===== src/rtl/pipe_hazard_ctrl_pkg.sv =====
// pipe_hazard_ctrl_pkg: shared FSM states, stage indices and mask helper for the hazard controller
package pipe_hazard_ctrl_pkg;
   typedef enum logic [1:0] {RUN, DRAIN, HOLDOFF} state_e;
   localparam int STG_PC      = 0;
   localparam int STG_IF_ID   = 1;
   localparam int STG_ID_EXE  = 2;
   localparam int STG_EXE_MEM = 3;
   localparam int STG_MEM_WB  = 4;
   localparam logic STOP = 1'b1;
   localparam logic ZERO = 1'b0;
   function automatic logic [31:0] low_mask(input int unsigned n);
      return (n >= 32) ? '1 : (32'd1 << n) - 32'd1;
   endfunction
endpackage


===== src/rtl/pipe_hazard_ctrl_if.sv =====
// pipe_hazard_ctrl_if: pipeline-side request/redirect bundle between the stages and the hazard controller
interface pipe_hazard_ctrl_if #(
   parameter int ADDR_WIDTH    = 32,
   parameter int NUM_STAGES    = 6,
   parameter int NUM_STALL_SRC = 2
);
   logic [NUM_STALL_SRC-1:0] stall_req_i;
   logic                     jump_en_i;
   logic [ADDR_WIDTH-1:0]    jump_addr_i;
   logic [ADDR_WIDTH-1:0]    pc_i;
   logic                     pc_vld_i;
   logic                     int_req_i;
   logic [ADDR_WIDTH-1:0]    isr_pc_i;
   logic [NUM_STAGES-1:0]    stall_o;
   logic [NUM_STAGES-1:0]    flush_o;
   logic                     new_pc_vld_o;
   logic [ADDR_WIDTH-1:0]    new_pc_o;
   logic                     int_ack_o;
   logic [ADDR_WIDTH-1:0]    epc_o;
   logic                     stall_timeout_o;
   modport master (
      output stall_req_i, jump_en_i, jump_addr_i, pc_i, pc_vld_i, int_req_i, isr_pc_i,
      input  stall_o, flush_o, new_pc_vld_o, new_pc_o, int_ack_o, epc_o, stall_timeout_o
   );
   modport slave (
      input  stall_req_i, jump_en_i, jump_addr_i, pc_i, pc_vld_i, int_req_i, isr_pc_i,
      output stall_o, flush_o, new_pc_vld_o, new_pc_o, int_ack_o, epc_o, stall_timeout_o
   );
endinterface


===== src/rtl/pipe_hazard_ctrl_stall_watchdog.sv =====
// pipe_hazard_ctrl_stall_watchdog: counts a continuous stall episode and pulses once when it runs too long
module pipe_hazard_ctrl_stall_watchdog #(
   parameter int STALL_TIMEOUT = 1024
) (
   input  logic clk_i,
   input  logic rst_ni,
   input  logic stall_i,
   output logic timeout_o
);
   localparam int W = (STALL_TIMEOUT > 1) ? $clog2(STALL_TIMEOUT + 1) : 1;
   localparam logic [W-1:0] LAST = W'((STALL_TIMEOUT > 0) ? STALL_TIMEOUT - 1 : 0);
   localparam logic [W-1:0] SAT  = W'(STALL_TIMEOUT);
   localparam logic EN = STALL_TIMEOUT > 0;
   logic [W-1:0] cnt_q, cnt_d;
   // Count stalled cycles, saturating so the episode yields a single pulse
   always_comb begin
      cnt_d     = !stall_i ? '0 : (cnt_q == SAT) ? cnt_q : cnt_q + 1'b1;
      timeout_o = EN && stall_i && (cnt_q == LAST);
   end
   // Counter register
   always_ff @(posedge clk_i or negedge rst_ni)
      if (!rst_ni) cnt_q <= '0;
      else         cnt_q <= cnt_d;
endmodule


===== src/rtl/pipe_hazard_ctrl.sv =====
// pipe_hazard_ctrl: merges stall sources, issues jump flushes/redirects and sequences interrupt entry
module pipe_hazard_ctrl
   import pipe_hazard_ctrl_pkg::*;
#(
   parameter int ADDR_WIDTH    = 32,
   parameter int NUM_STAGES    = 6,
   parameter int NUM_STALL_SRC = 2,
   parameter logic [4*NUM_STALL_SRC-1:0] STALL_DEPTH = {4'd4, 4'd3},
   parameter logic [NUM_STALL_SRC-1:0]   BLOCK_MASK  = 2'b10,
   parameter int JUMP_FLUSH    = 2,
   parameter int INT_HOLDOFF   = 3,
   parameter int STALL_TIMEOUT = 1024
) (
   input logic clk_i,
   input logic rst_ni,
   pipe_hazard_ctrl_if.slave bus
);
   localparam int HW = (INT_HOLDOFF > 1) ? $clog2(INT_HOLDOFF) : 1;
   localparam logic [HW-1:0] HOLD_INIT = HW'(INT_HOLDOFF - 1);
   localparam logic [NUM_STAGES-1:0] JMASK =
      NUM_STAGES'(low_mask(JUMP_FLUSH + 1) & ~(32'd1 << STG_PC));
   state_e                state_q, state_d;
   logic [HW-1:0]         hold_q, hold_d;
   logic [ADDR_WIDTH-1:0] last_pc_q, last_pc_d, epc_q, epc_d, resume_pc;
   logic [NUM_STAGES-1:0] stall_raw;
   logic                  blocked, take, jump;
   // Stall merge, take decision, redirect muxing and next-state logic; all outputs gated in reset
   always_comb begin
      stall_raw = '0;
      for (int i = 0; i < NUM_STALL_SRC; i++)
         if (bus.stall_req_i[i])
            stall_raw |= NUM_STAGES'(low_mask(int'(STALL_DEPTH[4*i +: 4])));
      blocked          = |(bus.stall_req_i & BLOCK_MASK);
      take             = rst_ni && bus.int_req_i && !blocked && (state_q != HOLDOFF);
      jump             = rst_ni && bus.jump_en_i;
      resume_pc        = bus.pc_vld_i ? bus.pc_i : bus.jump_en_i ? bus.jump_addr_i : last_pc_q;
      bus.stall_o      = (rst_ni && !take) ? stall_raw : '0;
      bus.flush_o      = take ? {NUM_STAGES{STOP}} : jump ? JMASK : {NUM_STAGES{ZERO}};
      bus.new_pc_vld_o = take || jump;
      bus.new_pc_o     = take ? bus.isr_pc_i : jump ? bus.jump_addr_i : '0;
      bus.int_ack_o    = take;
      bus.epc_o        = epc_q;
      state_d          = (state_q == HOLDOFF) ? ((hold_q == '0) ? RUN : HOLDOFF)
                       : take ? HOLDOFF : (bus.int_req_i && blocked) ? DRAIN : RUN;
      hold_d           = take ? HOLD_INIT
                       : (state_q == HOLDOFF && hold_q != '0) ? hold_q - 1'b1 : hold_q;
      last_pc_d        = bus.pc_vld_i ? bus.pc_i : bus.jump_en_i ? bus.jump_addr_i : last_pc_q;
      epc_d            = take ? resume_pc : epc_q;
   end
   // State, holdoff counter, last seen PC and EPC registers
   always_ff @(posedge clk_i or negedge rst_ni)
      if (!rst_ni) begin
         state_q   <= RUN;
         hold_q    <= '0;
         last_pc_q <= '0;
         epc_q     <= '0;
      end else begin
         state_q   <= state_d;
         hold_q    <= hold_d;
         last_pc_q <= last_pc_d;
         epc_q     <= epc_d;
      end
   pipe_hazard_ctrl_stall_watchdog #(.STALL_TIMEOUT(STALL_TIMEOUT)) u_wdog (
      .clk_i    (clk_i),
      .rst_ni   (rst_ni),
      .stall_i  (|bus.stall_o),
      .timeout_o(bus.stall_timeout_o)
   );
endmodule


===== src/flat_wrapper.sv =====
// flat-port wrapper written by rule: the top's interface ports become plain ports
module pipe_hazard_ctrl_flat import pipe_hazard_ctrl_pkg::*;
#(
   parameter int ADDR_WIDTH    = 32,
   parameter int NUM_STAGES    = 6,
   parameter int NUM_STALL_SRC = 2,
   parameter logic [4*NUM_STALL_SRC-1:0] STALL_DEPTH = {4'd4, 4'd3},
   parameter logic [NUM_STALL_SRC-1:0]   BLOCK_MASK  = 2'b10,
   parameter int JUMP_FLUSH    = 2,
   parameter int INT_HOLDOFF   = 3,
   parameter int STALL_TIMEOUT = 1024
)
  (clk_i, rst_ni, bus_stall_req_i, bus_jump_en_i, bus_jump_addr_i, bus_pc_i, bus_pc_vld_i, bus_int_req_i, bus_isr_pc_i, bus_stall_o, bus_flush_o, bus_new_pc_vld_o, bus_new_pc_o, bus_int_ack_o, bus_epc_o, bus_stall_timeout_o);
  pipe_hazard_ctrl_if #(.ADDR_WIDTH(ADDR_WIDTH), .NUM_STAGES(NUM_STAGES), .NUM_STALL_SRC(NUM_STALL_SRC)) bus_i ();
  input logic clk_i;
  input logic rst_ni;
  input wire logic [$bits(bus_i.stall_req_i)-1:0] bus_stall_req_i;
  input wire logic [$bits(bus_i.jump_en_i)-1:0] bus_jump_en_i;
  input wire logic [$bits(bus_i.jump_addr_i)-1:0] bus_jump_addr_i;
  input wire logic [$bits(bus_i.pc_i)-1:0] bus_pc_i;
  input wire logic [$bits(bus_i.pc_vld_i)-1:0] bus_pc_vld_i;
  input wire logic [$bits(bus_i.int_req_i)-1:0] bus_int_req_i;
  input wire logic [$bits(bus_i.isr_pc_i)-1:0] bus_isr_pc_i;
  output wire logic [$bits(bus_i.stall_o)-1:0] bus_stall_o;
  output wire logic [$bits(bus_i.flush_o)-1:0] bus_flush_o;
  output wire logic [$bits(bus_i.new_pc_vld_o)-1:0] bus_new_pc_vld_o;
  output wire logic [$bits(bus_i.new_pc_o)-1:0] bus_new_pc_o;
  output wire logic [$bits(bus_i.int_ack_o)-1:0] bus_int_ack_o;
  output wire logic [$bits(bus_i.epc_o)-1:0] bus_epc_o;
  output wire logic [$bits(bus_i.stall_timeout_o)-1:0] bus_stall_timeout_o;
  assign bus_i.stall_req_i = bus_stall_req_i;
  assign bus_i.jump_en_i = bus_jump_en_i;
  assign bus_i.jump_addr_i = bus_jump_addr_i;
  assign bus_i.pc_i = bus_pc_i;
  assign bus_i.pc_vld_i = bus_pc_vld_i;
  assign bus_i.int_req_i = bus_int_req_i;
  assign bus_i.isr_pc_i = bus_isr_pc_i;
  assign bus_stall_o = bus_i.stall_o;
  assign bus_flush_o = bus_i.flush_o;
  assign bus_new_pc_vld_o = bus_i.new_pc_vld_o;
  assign bus_new_pc_o = bus_i.new_pc_o;
  assign bus_int_ack_o = bus_i.int_ack_o;
  assign bus_epc_o = bus_i.epc_o;
  assign bus_stall_timeout_o = bus_i.stall_timeout_o;
  pipe_hazard_ctrl #(.ADDR_WIDTH(ADDR_WIDTH), .NUM_STAGES(NUM_STAGES), .NUM_STALL_SRC(NUM_STALL_SRC), .STALL_DEPTH(STALL_DEPTH), .BLOCK_MASK(BLOCK_MASK), .JUMP_FLUSH(JUMP_FLUSH), .INT_HOLDOFF(INT_HOLDOFF), .STALL_TIMEOUT(STALL_TIMEOUT)) u_core (.clk_i(clk_i), .rst_ni(rst_ni), .bus(bus_i));
endmodule

===== config.mk =====
export PLATFORM = sky130hd
export DESIGN_NAME = pipe_hazard_ctrl_flat
export DESIGN_NICKNAME = d
export VERILOG_FILES = /design/src/rtl/pipe_hazard_ctrl_pkg.sv /design/src/rtl/pipe_hazard_ctrl_if.sv /design/src/rtl/pipe_hazard_ctrl_stall_watchdog.sv /design/src/rtl/pipe_hazard_ctrl.sv /design/src/flat_wrapper.sv
export SDC_FILE = /design/constraint.sdc
export NUM_CORES = 1
export LEC_CHECK = 0
export ABC_CLOCK_PERIOD_IN_PS = 3700
export BUFFER_PORTS_ARGS = -buffer_cell sky130_fd_sc_hd__buf_2
export CORE_MARGIN = 2
export CORE_UTILIZATION = 53
export DETAILED_ROUTE_END_ITERATION = 8
export HOLD_SLACK_MARGIN = 0.15
export PLACE_DENSITY = 0.88
export SYNTH_ARGS = -nofsm -noshare
export SYNTH_HDL_FRONTEND = slang
export SYNTH_HIERARCHICAL = 1
export SYNTH_SLANG_ARGS = --single-unit

===== constraint.sdc =====
create_clock -name clk_i -period 3.7 [get_ports clk_i]
set_clock_uncertainty 0.15 [all_clocks]
set_input_delay 0.555 -clock clk_i [delete_from_list [all_inputs] [get_ports clk_i]]
set_output_delay 0.555 -clock clk_i [all_outputs]
set_load 0.01 [all_outputs]

==> results of run 1 <==
## final cells by class
type                            count  area [sq um]
Multi-Input combinational cell    321          2420
Clock inverter                      3          90.1
Timing Repair Buffer              187           996
Clock buffer                       13           149
Fill cell                         683          2870
Sequential cell                    79          1980
Inverter                           11          41.3
Antenna cell                        1          2.50
Tap cell                          108           135
## cell usage after synthesis (3+ instances only)
library cell  count  area (sq um)
o31ai_1           4          30.0
buf_2            10          50.1
a21oi_1           7          35.0
o2bb2ai_1        32           280
nand2_1          13          48.8
buf_6             3          33.8
o21ai_0           3          15.0
buf_4            15           113
dfrtp_1          79          1980
and3_1           33           206
nand4b_1         30           263
mux2_4           31           465
or4_1             3          22.5
ha_1              3          37.5
nor2_1           35           131
nor2b_1          62           388
clkbuf_1         19          71.3
nand3_1           5          25.0
a211oi_1         32           240
inv_1            11          41.3
## worst max-delay path: cells and delay by family, from the launching register on
kind                   cells  cell delay (ns)
AND/OR/NAND/NOR            5             1.19
flip-flops                 1             0.38
buffers and inverters      2             0.33
## state kept, by name, indices dropped and copies added (netlist names)
signal	flops
u_core/state_q	2
u_core/bus.epc_o	32
u_core/hold_q	2
u_core/u_wdog/cnt_q	11
u_core/last_pc_q	32
## through the flow
| stage | utilization [%] | instances |
|---|---|---|
| detailed placement | 64.2 | 706 |
| CTS | 67.0 | 722 |
| floorplan | - | 460 |
| global placement | 64.2 | 706 |
| global route | 67.0 | 723 |
| finish | 67.0 | 723 |
## layer usage
layer / vias up / track usage (%) / share of wire, %
met5: - / 0 / 0
met4: 0 / 8.22 / 1.8
li1: 1954 / - / -
met1: 2029 / 33.7 / 41
met3: 21 / 5.65 / 6.8
met2: 163 / 42.4 / 51
## layout by cell type (no fill, tap or decap), types with 3 or more instances in the layout
master,n
nand2_1,13
nand3_1,5
nor2b_1,62
nor2_1,35
inv_1,11
o21ai_0,3
buf_4,6
bufinv_16,3
mux2_4,31
a211oi_1,32
dfrtp_1,79
o2bb2ai_1,32
buf_2,178
clkbuf_8,10
or4_1,3
buf_12,3
and3_1,33
clkbuf_1,3
nand4b_1,30
a21oi_1,7
ha_1,3
o31ai_1,4
## worst max path at each step
stage                                           start             endpoint  slack, ns  cells past startpoint
after global routing                           rst_ni  bus_stall_timeout_o       0.47                      7
after CTS                                      rst_ni  bus_stall_timeout_o       0.71                      7
after global placement                         rst_ni  bus_stall_timeout_o       0.81                      7
after floorplan                    bus_stall_req_i[1]  bus_stall_timeout_o       1.03                      8
after detailed placement                       rst_ni  bus_stall_timeout_o       0.72                      7
final                     u_core/state_q[0]$_DFF_PN0_  bus_stall_timeout_o       0.76                      7
## power by group
part	switching (mW)	total (mW)	internal, mW
registers	0.0896	1.11	1.02
logic	0.381	0.720	0.339
clock network	0.302	0.770	0.468
total	0.773	2.60	1.83
## kinds of logic (layout without fill, tap and decap cells)
family          Yosys count  in the layout  share of synthesized area (%)
xor+xnor                  2              2                          0.372
other cells               1              3                         0.0796
compound gates           84             84                           13.8
mux                      34             34                           10.5
buf+inv                  60            214                           6.72
flops                    79             79                           42.0
simple gates            196            196                           25.8
fa+ha+maj                 3              3                          0.797
==> metrics, run 1 <==
Cell Area, Synth=4710 sq um; CP Launch Type=register; RD Place Congestion=0.885; #FFs+latches synth=79; minimum clock period=2.94 ns; Core ar.=8680 sq um; CTS resizes=0; Tightest Pin Transition=1.03 ns; Pwr Density=447 nW/um^2; final instance area=5810 sq um; most used cell, CP=nand2b_1; Static Leak=2.90 nW; wire per inst=17.3 um; Worst setup EP type=output pin; Avg Inst Size Synth=10.3 sq um; Synth Instances=459; Achievable Freq=340 MHz; endpoints failing hold=0; path type of the worst min-delay path=in -> async; slew margin rel.=31.5%; largest net degree at the start of global routing=115; Post-DP HPWL=8710 um; Critical R2R Capture=u_core/u_wdog/cnt_q[2]$_DFFE_PN0P_; Initial DRT Pass Iterations=5; R2R depth=7; CP max stage delay=0.42 ns; I/O pin count=182; Tcrit/Tclk final=79.5%; CTS max path bufs=2; WL final=12500 um; internal reg-to-reg setup slack=1.12 ns; status=finished clean; nets=715; Initial DRC Count=200; P&R area growth vs syn=23.4%; DRC viols=0; number of global-route vias before repair=4110; Die X=98.3 um; Max Cap Viol=0; fraction of registers with async set or reset after synthesis=100%; Setup Buffers After CTS=0; Worst-path clk slew=0.07 ns; Worst Setup Path Type=reg -> out; register area share after synthesis=42.0%; unrepaired setup endpoints after global routing=false; R2R Path Start=u_core/state_q[0]$_DFF_PN0_; count of pins over their slew limit=0; root buffer cell=clkbuf_8; Inserted Clock Buffers=9; H-tree depth=3; worst setup margin=0.760 ns; global-route wire length before repair=20100 um; final setup fails=0; placed inst area=5570 sq um; ANT nets after route=0; WP data arrival=2.23 ns; worst path cell trace=nand2b_1 > nand3_4 > inv_1 > nor2_1 > nand2b_1 > nor3_1 > buf_2; Post-synth EDFFs=0; initial antenna violation count=1; final hold slack=0.140 ns; CTS tree=built; most used flip-flop cell after synthesis=dfrtp_1; count of hold-fix buffers inserted at cts=0; worst skew pair latency=0.35 ns; DR vias/cell=5.76; CP max-delay cell=nor2_1; Crit Path Max Fanout=19; YS warnings=6; CP Data Required Time=2.99 ns; pre-CTS WS=0.723 ns; Unique masters post-synth=43; # rows=34; global route overflow=0; total power=2.60 mW; CTS sink count=79; I/O Buffers=179; die area=9660 sq um; Initial Util=54.3%; Peak VDD IR=0.204 mV; setup TNS=0 ns; layout cells sized above 1=38.6%; DIE HEIGHT=98.3 um; via count=4167; Total Routing Usage GR=25.6%
Note: power is estimated with default switching activity, not from simulation.
==> run 2, diff against run 1 <==
- ABC_CLOCK_PERIOD_IN_PS: 3700 -> 2400
- CORE_UTILIZATION: 53 -> 45
- PLACE_DENSITY: 0.88 -> 0.79
- clock period: 3.7 -> 2.4 ns (I/O delays scaled with it)
==> metrics, run 2 (synthesized netlist as in run 1, its figures left out) <==
status=finished clean (unchanged); Crit Path Max Fanout=24 (was 19); Initial DRC Count=238 (was 200); Initial Util=46.1% (was 54.3%); CP Launch Type=input pin (was register); Worst setup EP type=output pin (unchanged); sequential share of power=42.8% (was 42.7%); Internal=2.79 mW (was 1.83 mW); placed inst area=5690 sq um (was 5570 sq um); total power=3.99 mW (was 2.60 mW); CP Data Required Time=1.89 ns (was 2.99 ns); antenna diode count=0 (was 1); initial antenna violation count=0 (was 1); H-tree depth=3 (unchanged); final instance area=6280 sq um (was 5810 sq um); pre-CTS WS=0.284 ns (was 0.723 ns); leading cell types in the layout, fill and taps excluded=178 x buf_2, 79 x dfrtp_1, 62 x nor2b_1, 34 x dlygate4sd3_1, 34 x nor2_1 (was 178 x buf_2, 79 x dfrtp_1, 62 x nor2b_1, 35 x nor2_1, 33 x and3_1); global-route wire length before repair=21000 um (was 20100 um); Static Leak=3.10 nW (was 2.90 nW); number of global-route vias before repair=4351 (was 4110); Fill cells=867 (was 683); I/O Buffers=179 (unchanged); Sw Ratio=30.0% (was 29.7%); Core ar.=10200 sq um (was 8680 sq um); Peak VDD IR=0.297 mV (was 0.204 mV); non-filler cells, final=796 (was 723); worst skew pair latency=0.33 ns (was 0.35 ns); setup TNS=0 ns (unchanged); Initial DRT Pass Iterations=4 (was 5); Switch Pwr=1.19 mW (was 0.773 mW); placed cell count=745 (was 706); CTS sink count=79 (unchanged); Max Cap Viol=0 (unchanged); storage element area=1980 sq um (unchanged); count of pins over their slew limit=0 (unchanged); path type of the worst min-delay path=in -> reg (was in -> async); endpoints failing hold=0 (unchanged); RD Place Congestion=0.913 (was 0.885); Worst-path clk slew=0.09 ns (was 0.07 ns); unrepaired setup endpoints after global routing=false (unchanged); via count=4332 (was 4167); CTS tree=built (unchanged); Pwr Density=635 nW/um^2 (was 447 nW/um^2); DRC viols=0 (unchanged); I/O pin count=182 (unchanged); Tcrit/Tclk final=98.2%; Post-DP HPWL=8990 um (was 8710 um); Die X=106 um (was 98.3 um); multi-input logic area=2420 sq um (about the same); Tightest Pin Transition=0.584 ns (was 1.03 ns); ANT nets after route=0 (unchanged); final setup fails=0 (unchanged); worst setup margin=0.0437 ns (was 0.760 ns); minimum clock period=2.36 ns; slew margin rel.=61.1% (was 31.5%); # rows=37 (was 34); commonest non-fill, non-tap cell in the layout=buf_2 (unchanged); P&R area growth vs syn=33.3% (was 23.4%); Inserted Clock Buffers=9 (unchanged); Total Routing Usage GR=23.0% (was 25.6%); Clk pwr share=27.6% (was 29.6%); nets=761 (was 715); combinational power share=29.6% (was 27.7%); layout cells sized above 1=38.0% (was 38.6%); die area=11300 sq um (was 9660 sq um); wire per inst=16.6 um (was 17.3 um); root buffer cell=clkbuf_8 (unchanged); global route overflow=0 (unchanged); WP data arrival=1.85 ns (was 2.23 ns); Worst Setup Path Type=in -> out (was reg -> out); DR vias/cell=5.44 (was 5.76); WL final=13200 um (was 12500 um); largest net degree at the start of global routing=44 (was 115); Achievable Freq=424 MHz; DIE HEIGHT=106 um (was 98.3 um); CTS max path bufs=2 (unchanged)
-- run 2: final timing paths --
| check | startpoint | to | slack [ns] | cells after the start |
|---|---|---|---|---|
| setup / recovery | rst_ni | bus_new_pc_o[11] | 0.04 | 6 |
| hold / removal | bus_jump_addr_i[8] | u_core/last_pc_q[8]$_DFF_PN0_ | 0.17 | 3 |
| setup reg to reg | u_core/state_q[0]$_DFF_PN0_ | u_core/u_wdog/cnt_q[2]$_DFFE_PN0P_ | 0.51 | 7 |
| hold reg to reg | u_core/bus.epc_o[6]$_DFFE_PN0P_ | u_core/bus.epc_o[6]$_DFFE_PN0P_ | 0.34 | 1 |
| max in group asynchronous | rst_ni | u_core/bus.epc_o[28]$_DFFE_PN0P_ | 1.23 | 3 |
| min in group asynchronous | rst_ni | u_core/last_pc_q[24]$_DFF_PN0_ | 0.18 | 3 |
-- run 2: per-layer routing --
layer	part of all wire (%)	wire, um	global-route usage [%]
met1	42	5620	29.8
met2	49	6480	39.1
met3	7.2	948	3.80
met4	1.5	196	7.80
met5	0	0	0
-- run 2: power groups by stage --
stage	registers, mW	clock network (mW)	logic (mW)
after global routing	1.74	1.19	1.29
final	1.71	1.10	1.18
after global placement	1.72	0	1.10
after CTS	1.71	1.13	1.18
after floorplan	1.78	0	0.589
after detailed placement	1.73	0	1.13
-- run 2: worst max-delay path, cell delays in order --
cell           delay (ns)
buf_4                0.13
dlygate4sd3_1        0.57
buf_6                0.18
and3_1               0.20
mux2_4               0.26
buf_2                0.14
-- run 2: repair_timing --
| item | CTS | global route |
|---|---|---|
| endpoints found under the setup margin | 0 | 7 |
| resized for setup | 0 | 2 |
| hold buffers | 35 | 0 |
| setup buffers | 0 | 0 |
| hold endpoints to repair | 68 | 0 |
-- run 2: layout make-up --
cell class / count / area share (%)
tap: 136 / 2.71
clock inverter: 3 / 1.04
timing repair buffer: 233 / 23.0
inverter: 11 / 0.658
multi-input combinational: 321 / 38.6
sequential: 79 / 31.5
clock buffer: 13 / 2.53
-- run 2: metrics by stage --
step / hold WS (ns) / util (%)
global placement: 0.199 / 55.6
detailed placement: 0.197 / 55.6
floorplan: -0.0856 / -
global route: 0.159 / 61.4
finish: 0.169 / 61.4
CTS: 0.156 / 61.3
==> run 3, diff against run 2 <==
- CTS_BUF_LIST: unset -> sky130_fd_sc_hd__clkbuf_4 sky130_fd_sc_hd__clkbuf_8 sky130_fd_sc_hd__clkbuf_16
==> metrics, run 3 (synthesized netlist as in run 1, its figures left out) <==
wire per inst=16.6 um (about the same); Max Cap Viol=0 (unchanged); Pwr Density=638 nW/um^2 (was 635 nW/um^2); Sw Ratio=29.8% (was 30.0%); worst path cell trace=buf_4 > dlygate4sd3_1 > buf_6 > and3_1 > mux2_4 > buf_2 (unchanged); worst skew pair latency=0.33 ns (about the same); setup TNS=0 ns (unchanged); Achievable Freq=425 MHz (was 424 MHz); Setup Buffers After CTS=0 (unchanged); total power=4.01 mW (was 3.99 mW); layout cells sized above 1=38.3% (was 38.0%); number of global-route vias before repair=4357 (was 4351); ANT nets after route=0 (unchanged); CP Launch Type=input pin (unchanged); Peak VDD IR=0.300 mV (was 0.297 mV); RD Place Congestion=0.913 (unchanged); Switch Pwr=1.20 mW (was 1.19 mW); I/O Buffers=179 (unchanged); CTS max path bufs=2 (unchanged); CP max-delay cell=dlygate4sd3_1 (unchanged); Initial DRT Pass Iterations=4 (unchanged); root buffer cell=clkbuf_8 (unchanged); die area=11300 sq um (unchanged); worst path buffer plus inverter count=4 (unchanged); WL final=13200 um (about the same); slew margin rel.=60.5% (was 61.1%); Critical R2R Capture=u_core/u_wdog/cnt_q[2]$_DFFE_PN0P_ (unchanged); CP max stage delay=0.57 ns (about the same); Worst setup EP type=output pin (unchanged); leading cell types in the layout, fill and taps excluded=178 x buf_2, 79 x dfrtp_1, 62 x nor2b_1, 34 x dlygate4sd3_1, 34 x nor2_1 (unchanged); via count=4368 (was 4332); Die X=106 um (unchanged); worst setup margin=0.0482 ns (was 0.0437 ns); Initial Util=46.1% (unchanged); Total Routing Usage GR=23.1% (was 23.0%); endpoints failing hold=0 (unchanged); # rows=37 (unchanged); Worst-path clk slew=0.08 ns (was 0.09 ns); P&R area growth vs syn=33.4% (was 33.3%); DIE HEIGHT=106 um (unchanged); minimum clock period=2.35 ns (was 2.36 ns); Tightest Pin Transition=0.592 ns (was 0.584 ns); largest net degree at the start of global routing=44 (unchanged); final setup fails=0 (unchanged); Min-Delay Startpoint=bus_stall_req_i[1] (was bus_jump_addr_i[8]); Static Leak=3.11 nW (was 3.10 nW); Inserted Clock Buffers=9 (unchanged); Crit Path Max Fanout=24 (unchanged); Clk pwr share=28.0% (was 27.6%); Internal=2.81 mW (was 2.79 mW); nets=761 (unchanged); placed inst area=5690 sq um (unchanged); global route overflow=0 (unchanged); sequential share of power=42.6% (was 42.8%); R2R depth=7 (unchanged); global-route wire length before repair=21100 um (was 21000 um); R2R Path Start=u_core/state_q[0]$_DFF_PN0_ (unchanged); Hold Path Stages=2 (was 3); antenna diode count=0 (unchanged); I/O pin count=182 (unchanged); Worst Setup Path Type=in -> out (unchanged); commonest non-fill, non-tap cell in the layout=buf_2 (unchanged); DR vias/cell=5.49 (was 5.44); CTS sink count=79 (unchanged); internal reg-to-reg setup slack=0.51 ns (about the same); status=finished clean (unchanged); count of pins over their slew limit=0 (unchanged); Initial DRC Count=233 (was 238); Tcrit/Tclk final=98.0% (was 98.2%); worst hold endpoint=u_core/state_q[0]$_DFF_PN0_ (was u_core/last_pc_q[8]$_DFF_PN0_); CP Data Required Time=1.89 ns (about the same); pre-CTS WS=0.284 ns (unchanged); DRC viols=0 (unchanged); initial antenna violation count=0 (unchanged); unrepaired setup endpoints after global routing=false (unchanged); WP data arrival=1.84 ns (was 1.85 ns); CTS tree=built (unchanged); combinational power share=29.4% (was 29.6%); path type of the worst min-delay path=in -> reg (unchanged); H-tree depth=3 (unchanged); Core ar.=10200 sq um (unchanged); Post-DP HPWL=8990 um (unchanged); Crit path max-delay family=buffers and inverters (unchanged); final instance area=6290 sq um (was 6280 sq um)
## run 3: changes by cell type in the layout (fill, tap and decap cells not counted)
cell / delta
clkbuf_1: -2
clkbuf_4: +2
## run 3: metrics by stage
step                      util (%)  std cells  hold WS [ns]
after global routing          61.5        796         0.157
after floorplan                  -        460       -0.0856
after detailed placement      55.6        745         0.197
final                         61.5        796         0.169
after global placement        55.6        745         0.199
after CTS                     61.4        796         0.155
## run 3: worst reg2reg max path: cells and delay by family, from the launching register on
family | cells | cell delay, ns
AND/OR/NAND/NOR | 4 | 0.96
flip-flops | 1 | 0.38
AO/OA/AOI/OAI | 1 | 0.16
buffers and inverters | 2 | 0.15
## run 3: worst max-delay path by stage
stage,from,depth (start not counted),to,slack [ns]
CTS,rst_ni,6,bus_new_pc_o[15],0.04
floorplan,bus_stall_req_i[1],9,u_core/u_wdog/cnt_q[2]$_DFFE_PN0P_,0.02
global route,rst_ni,6,bus_new_pc_o[16],0.03
global placement,rst_ni,7,bus_stall_timeout_o,0.34
finish,rst_ni,6,bus_new_pc_o[11],0.05
detailed placement,rst_ni,7,u_core/u_wdog/cnt_q[2]$_DFFE_PN0P_,0.28
## run 3: power groups by stage
stage	sequential [mW]	combinational, mW	clock [mW]
2_1_floorplan	1.78	0.589	0
3_3_place_gp	1.72	1.10	0
3_5_place_dp	1.73	1.13	0
4_1_cts	1.71	1.18	1.15
5_1_grt	1.74	1.29	1.21
6_report	1.71	1.18	1.12
## run 3: cell type report
type	count	area, sq um
Clock buffer	13	166
Clock inverter	3	65.1
Fill cell	868	3940
Inverter	11	41.3
Multi-Input combinational cell	321	2420
Sequential cell	79	1980
Tap cell	136	170
Timing Repair Buffer	233	1440
## run 3: metal layers
metal,vias up,track usage (%),wire [um]
met1,2143,29.8,5670
met4,0,7.80,192
li1,2045,-,-
met3,20,3.99,810
met2,160,39.2,6510
met5,-,0,0
## run 3: timing repair
| action | CTS | global route |
|---|---|---|
| endpoints found under the setup margin | 0 | 7 |
| gates resized for setup | 0 | 2 |
| endpoints found under the hold margin | 68 | 0 |
| hold buffers | 35 | 0 |
